==> config.mk <==
export PLATFORM = sky130hd
export DESIGN_NAME = ewrapper_io_rx_align
export DESIGN_NICKNAME = d
export VERILOG_FILES = /design/src/rtl/ewrapper_io_rx_align_pkg.sv /design/src/rtl/ewrapper_io_rx_align_lane_sr.sv /design/src/rtl/ewrapper_io_rx_align.sv
export SDC_FILE = /design/constraint.sdc
export NUM_CORES = 1
export LEC_CHECK = 0
export CAP_MARGIN = 30
export CORE_MARGIN = 10
export CORE_UTILIZATION = 50
export CTS_CLUSTER_DIAMETER = 80
export CTS_CLUSTER_SIZE = 28
export DETAILED_ROUTE_END_ITERATION = 16
export PLACE_DENSITY = 0.74
export SYNTH_ARGS = -nofsm -noshare
export SYNTH_HDL_FRONTEND = slang
export SYNTH_HIERARCHICAL = 1
export SYNTH_SLANG_ARGS = --single-unit
==> constraint.sdc <==
create_clock -name rxi_lclk -period 4.2 [get_ports rxi_lclk]
set_input_delay 0.84 -clock rxi_lclk [delete_from_list [all_inputs] [get_ports rxi_lclk]]
set_output_delay 0.84 -clock rxi_lclk [all_outputs]
set_load 0.01 [all_outputs]
==> src/rtl/ewrapper_io_rx_align_pkg.sv <==
// Shared eLink receive constants: lane geometry, legal frame-lane bytes and
// the alignment FSM encoding.
package ewrapper_io_rx_align_pkg;

  localparam int NUM_LANES  = 9;
  localparam int FRAME_LANE = 8;

  localparam logic [7:0] FRAME_IDLE = 8'h00;
  localparam logic [7:0] FRAME_BUSY = 8'hFF;

  typedef enum logic {
    ST_HUNT   = 1'b0,
    ST_LOCKED = 1'b1
  } rx_state_e;

  function automatic logic frame_byte_legal(input logic [7:0] b);
    return (b == FRAME_IDLE) || (b == FRAME_BUSY);
  endfunction

endpackage

==> src/rtl/ewrapper_io_rx_align_lane_sr.sv <==
// One receive lane: 9-bit half-bit shift register and the offset-selected
// byte extractor. The newest three bits are exposed for edge detection.
module ewrapper_rx_lane_sr (
  input  logic       rxi_lclk,
  input  logic       reset,
  input  logic       even_i,
  input  logic       odd_i,
  input  logic       off_i,
  output logic [2:0] sr_tail_o,
  output logic [7:0] byte_o
);

  logic [8:0] sr_q;

  // Even bit lands one place above the odd bit, so sr[0] is always newest.
  always_ff @(posedge rxi_lclk or posedge reset) begin
    if (reset) sr_q <= '0;
    else       sr_q <= {sr_q[6:0], even_i, odd_i};
  end

  assign sr_tail_o = sr_q[2:0];
  assign byte_o    = off_i ? sr_q[8:1] : sr_q[7:0];

endmodule

==> src/rtl/ewrapper_io_rx_align.sv <==
// Fast-clock frame-alignment gearbox: hunts for the frame-lane rising edge and
// emits byte-aligned 72-bit words with valid/toggle strobes for the slow domain.
module ewrapper_io_rx_align
  import ewrapper_io_rx_align_pkg::*;
#(
  parameter int ERR_LIMIT = 1,
  parameter int CNT_W     = 8
) (
  input  logic             rxi_lclk,
  input  logic             reset,
  input  logic [8:0]       even_in,
  input  logic [8:0]       odd_in,
  input  logic             force_hunt,
  output logic [71:0]      word_out,
  output logic             word_valid,
  output logic             word_toggle,
  output logic             aligned,
  output logic             align_err,
  output logic [CNT_W-1:0] err_count
);

  localparam logic [3:0] ERR_LIMIT_W = 4'(ERR_LIMIT);
  localparam logic [CNT_W-1:0] CNT_MAX = {CNT_W{1'b1}};
  localparam logic [CNT_W-1:0] CNT_ONE = {{(CNT_W-1){1'b0}}, 1'b1};

  rx_state_e        state_q;
  logic [1:0]       phase_q;
  logic             off_q;
  logic [3:0]       consec_q;
  logic [71:0]      word_q;
  logic             valid_q;
  logic             toggle_q;
  logic             aligned_q;
  logic             err_q;
  logic [CNT_W-1:0] cnt_q;

  logic [71:0]      word_d;
  logic [2:0]       frame_tail;

  for (genvar k = 0; k < NUM_LANES; k++) begin : g_lane
    logic [7:0] lane_byte;
    if (k == FRAME_LANE) begin : g_frame
      ewrapper_rx_lane_sr u_sr (
        .rxi_lclk  (rxi_lclk),
        .reset     (reset),
        .even_i    (even_in[k]),
        .odd_i     (odd_in[k]),
        .off_i     (off_q),
        .sr_tail_o (frame_tail),
        .byte_o    (lane_byte)
      );
    end else begin : g_data
      logic [2:0] unused_tail;
      ewrapper_rx_lane_sr u_sr (
        .rxi_lclk  (rxi_lclk),
        .reset     (reset),
        .even_i    (even_in[k]),
        .odd_i     (odd_in[k]),
        .off_i     (off_q),
        .sr_tail_o (unused_tail),
        .byte_o    (lane_byte)
      );
    end
    assign word_d[k*8 +: 8] = lane_byte;
  end

  logic       even_rise;
  logic       odd_rise;
  logic       frame_ok;
  logic [3:0] consec_inc;

  assign even_rise  = ~frame_tail[2] & frame_tail[1];
  assign odd_rise   = ~frame_tail[1] & frame_tail[0];
  assign frame_ok   = frame_byte_legal(word_d[FRAME_LANE*8 +: 8]);
  assign consec_inc = consec_q + 4'd1;

  always_ff @(posedge rxi_lclk or posedge reset) begin
    if (reset) begin
      state_q   <= ST_HUNT;
      phase_q   <= 2'd0;
      off_q     <= 1'b0;
      consec_q  <= 4'd0;
      word_q    <= '0;
      valid_q   <= 1'b0;
      toggle_q  <= 1'b0;
      aligned_q <= 1'b0;
      err_q     <= 1'b0;
      cnt_q     <= '0;
    end else begin
      phase_q <= phase_q + 2'd1;
      valid_q <= 1'b0;
      err_q   <= 1'b0;
      if (force_hunt) begin
        state_q   <= ST_HUNT;
        aligned_q <= 1'b0;
        consec_q  <= 4'd0;
      end else begin
        case (state_q)
          ST_HUNT: begin
            // Preset phase so phase==3 coincides with the full byte in sr.
            if (even_rise || odd_rise) begin
              state_q   <= ST_LOCKED;
              aligned_q <= 1'b1;
              off_q     <= odd_rise;
              phase_q   <= even_rise ? 2'd1 : 2'd0;
              consec_q  <= 4'd0;
            end
          end
          ST_LOCKED: begin
            if (phase_q == 2'd3) begin
              word_q   <= word_d;
              valid_q  <= 1'b1;
              toggle_q <= ~toggle_q;
              if (!frame_ok) begin
                err_q <= 1'b1;
                if (cnt_q != CNT_MAX) cnt_q <= cnt_q + CNT_ONE;
                if (consec_inc >= ERR_LIMIT_W) begin
                  state_q   <= ST_HUNT;
                  aligned_q <= 1'b0;
                  consec_q  <= 4'd0;
                end else begin
                  consec_q <= consec_inc;
                end
              end else begin
                consec_q <= 4'd0;
              end
            end
          end
          default: begin
            state_q   <= ST_HUNT;
            aligned_q <= 1'b0;
          end
        endcase
      end
    end
  end

  assign word_out    = word_q;
  assign word_valid  = valid_q;
  assign word_toggle = toggle_q;
  assign aligned     = aligned_q;
  assign align_err   = err_q;
  assign err_count   = cnt_q;

endmodule

==> impl_results.md <==
- Outcome: completed
- Slowest CP cell: dfrtp_4
- CTS tree: done
- Commonest non-fill, non-tap cell in the layout: dfrtp_1
- DPL Wire Length: 9100 um
- Setup-failing EPs final: 0
- Syn-to-layout area delta: 25.7%
- Antenna Nets Post-Route: 0
- Flop pwr share: 42.2%
- Net Sw Frac: 26.9%
- Cell family with most CP delay: simple AND/OR/NAND/NOR gates
- Pre-CTS setup slack: 1290 ps
- Nets: 574
- Initial drt markers: 156
- Post-Syn Area per Cell: 15.8 um2
- CP startpoint kind: flop
- Hold Path Class: flop to flop
- Post-Layout Inst Area: 8740 um2
- Util after Layout: 63.5%
- Buffers and inverters on the worst path: 0
- Clk pwr share: 29.1%
- Placed Cells: 710
- Post-Layout Cell Count: 742
- Reg2Reg Setup Slack: 1640 ps
- Inserted Diodes: 0
- Cell Area, Synth: 6950 um2
- Commonest cells after routing, fill and taps aside: dfrtp_1 (172), clkdlybuf4s50_1 (104), mux2_4 (73), mux2_1 (65), nand2_1 (35)
- Tcrit/Tclk final: 60.9%
- CP Capture Type: flop
- Critical Path RT: 4490 ps
- Crit path time final: 2560 ps
- CTS buffer count: 17
- Worst Hold Slack: 374 ps
- Initial antenna violation count: 0
- Wire per inst: 17.3 um
- WL final: 12800 um
- Clk_skew: 5.70 ps
- Max-cap violations: 0
- Core area: 13800 um2
- Clk_lat worst skew: 430 ps
- Max VDD drop: 0.338 mV
- Power, Total: 5.60 mW
- Vias per inst: 5.08
- # hold bufs at CTS: 0
- DRC viols: 0
- Initial Util: 50.5%
- Placed inst area: 8110 um2
- Postcts setup bufs: 0
- First-pass GRT wire length: 20900 um
- Drt first pass iters: 4
- Achievable clock frequency: 0.391 GHz
- Cells along the critical path: mux2_4 -> or4_4 -> nor2_4 -> or2_1 -> nor4_1 -> xor2_1
- Int Pwr: 4.09 mW
- Setup ws final: 1640 ps
- Vias in the first global route: 4114
- Largest net degree at the start of global routing: 55
- Synth Instances: 441
- CTS Sinks: 173
- Die ar.: 19000 um2
- Critical setup path kind: flop to flop
- Yosys warnings: 6
- Power per cell area: 640 nW/um2
- Leakage: 4.13 nW
- Clk slew on worst S/H paths: 60 ps
- Via count: 3773
- Layout cell share with drive strength beyond 1: 21.5%
- Clock root cell: clkbuf_16
- Gpl congestion: 0.782
- Grt ovf: 0
- Synthesized net count: 466
- Fin. max-slew vios: 0
- RSZ-0062 raised after global routing: no
- Comb pwr share: 28.7%
- Ports: 105
- CP peak stage delay: 820 ps
- Die H: 138 um
- Cts repair resizes: 0
- Die X: 138 um
- Port bufs: 104
- Number of H-tree levels: 4
- Final Hold Viols: 0
- Switching power: 1.50 mW
- Slew at the pin closest to its max-slew limit: 779 ps
- Setup TNS: 0 ps
- Placement row count: 43
- Crit path DAT: 2840 ps
- Slew margin rel.: 48.0%
- CTS max path bufs: 2
- Crit Path Max Fanout: 33
- Tot GR Track Use: 14.3%
[worst reg2reg max path: cells and delay by family, from the launching register on]
family	cells	cell delay, ps
AND/OR/NAND/NOR	4	1050
flip-flops	1	820
multiplexers	1	380
XOR/XNOR	1	160
[power groups by stage]
stage          Combinational [mW]  Clock, mW  Sequential [mW]
2_1_floorplan               0.615          0             2.49
3_3_place_gp                 1.61          0             2.38
3_5_place_dp                 1.64          0             2.40
4_1_cts                      1.65       1.66             2.37
5_1_grt                      1.73       1.74             2.43
6_report                     1.61       1.63             2.36
[routing by layer]
| metal | GRT usage (%) | wire length, um | vias to the layer above |
|---|---|---|---|
| li1 | - | - | 1738 |
| met1 | 17.2 | 5420 | 1917 |
| met2 | 22.1 | 6200 | 95 |
| met3 | 5.65 | 970 | 23 |
| met4 | 6.37 | 249 | 0 |
| met5 | 0 | 0 | - |
[registers in the layout, indices dropped and copies added, names as in the netlist]
name and cells:
align_err 1, g_lane.g_data.u_sr/sr_q 72, err_count 8, word_out 72, off_q 1, state_q 1, word_toggle 1, aligned 1
consec_q 4, g_lane.g_frame.u_sr/sr_q 9, phase_q 2, word_valid 1
[worst paths after layout]
check,start,to,cells after the start
setup / recovery,off_q,err_count[7],6
setup reg to reg,off_q,err_count[7],6
min in group asynchronous,reset,g_lane[5].g_data.u_sr/sr_q[1],3
max in group asynchronous,reset,word_out[37],4
hold / removal,g_lane[6].g_data.u_sr/sr_q[0],g_lane[6].g_data.u_sr/sr_q[2],0
hold reg to reg,g_lane[6].g_data.u_sr/sr_q[0],g_lane[6].g_data.u_sr/sr_q[2],0
[final cells by class]
type,count,area (um2)
tap,180,225
sequential,173,4330
multi-input combinational,231,2390
inverter,16,62.6
clock inverter,10,135
fill,1051,5030
timing repair buffer,110,1100
clock buffer,22,494
Note: power is estimated with default switching activity, not from simulation.
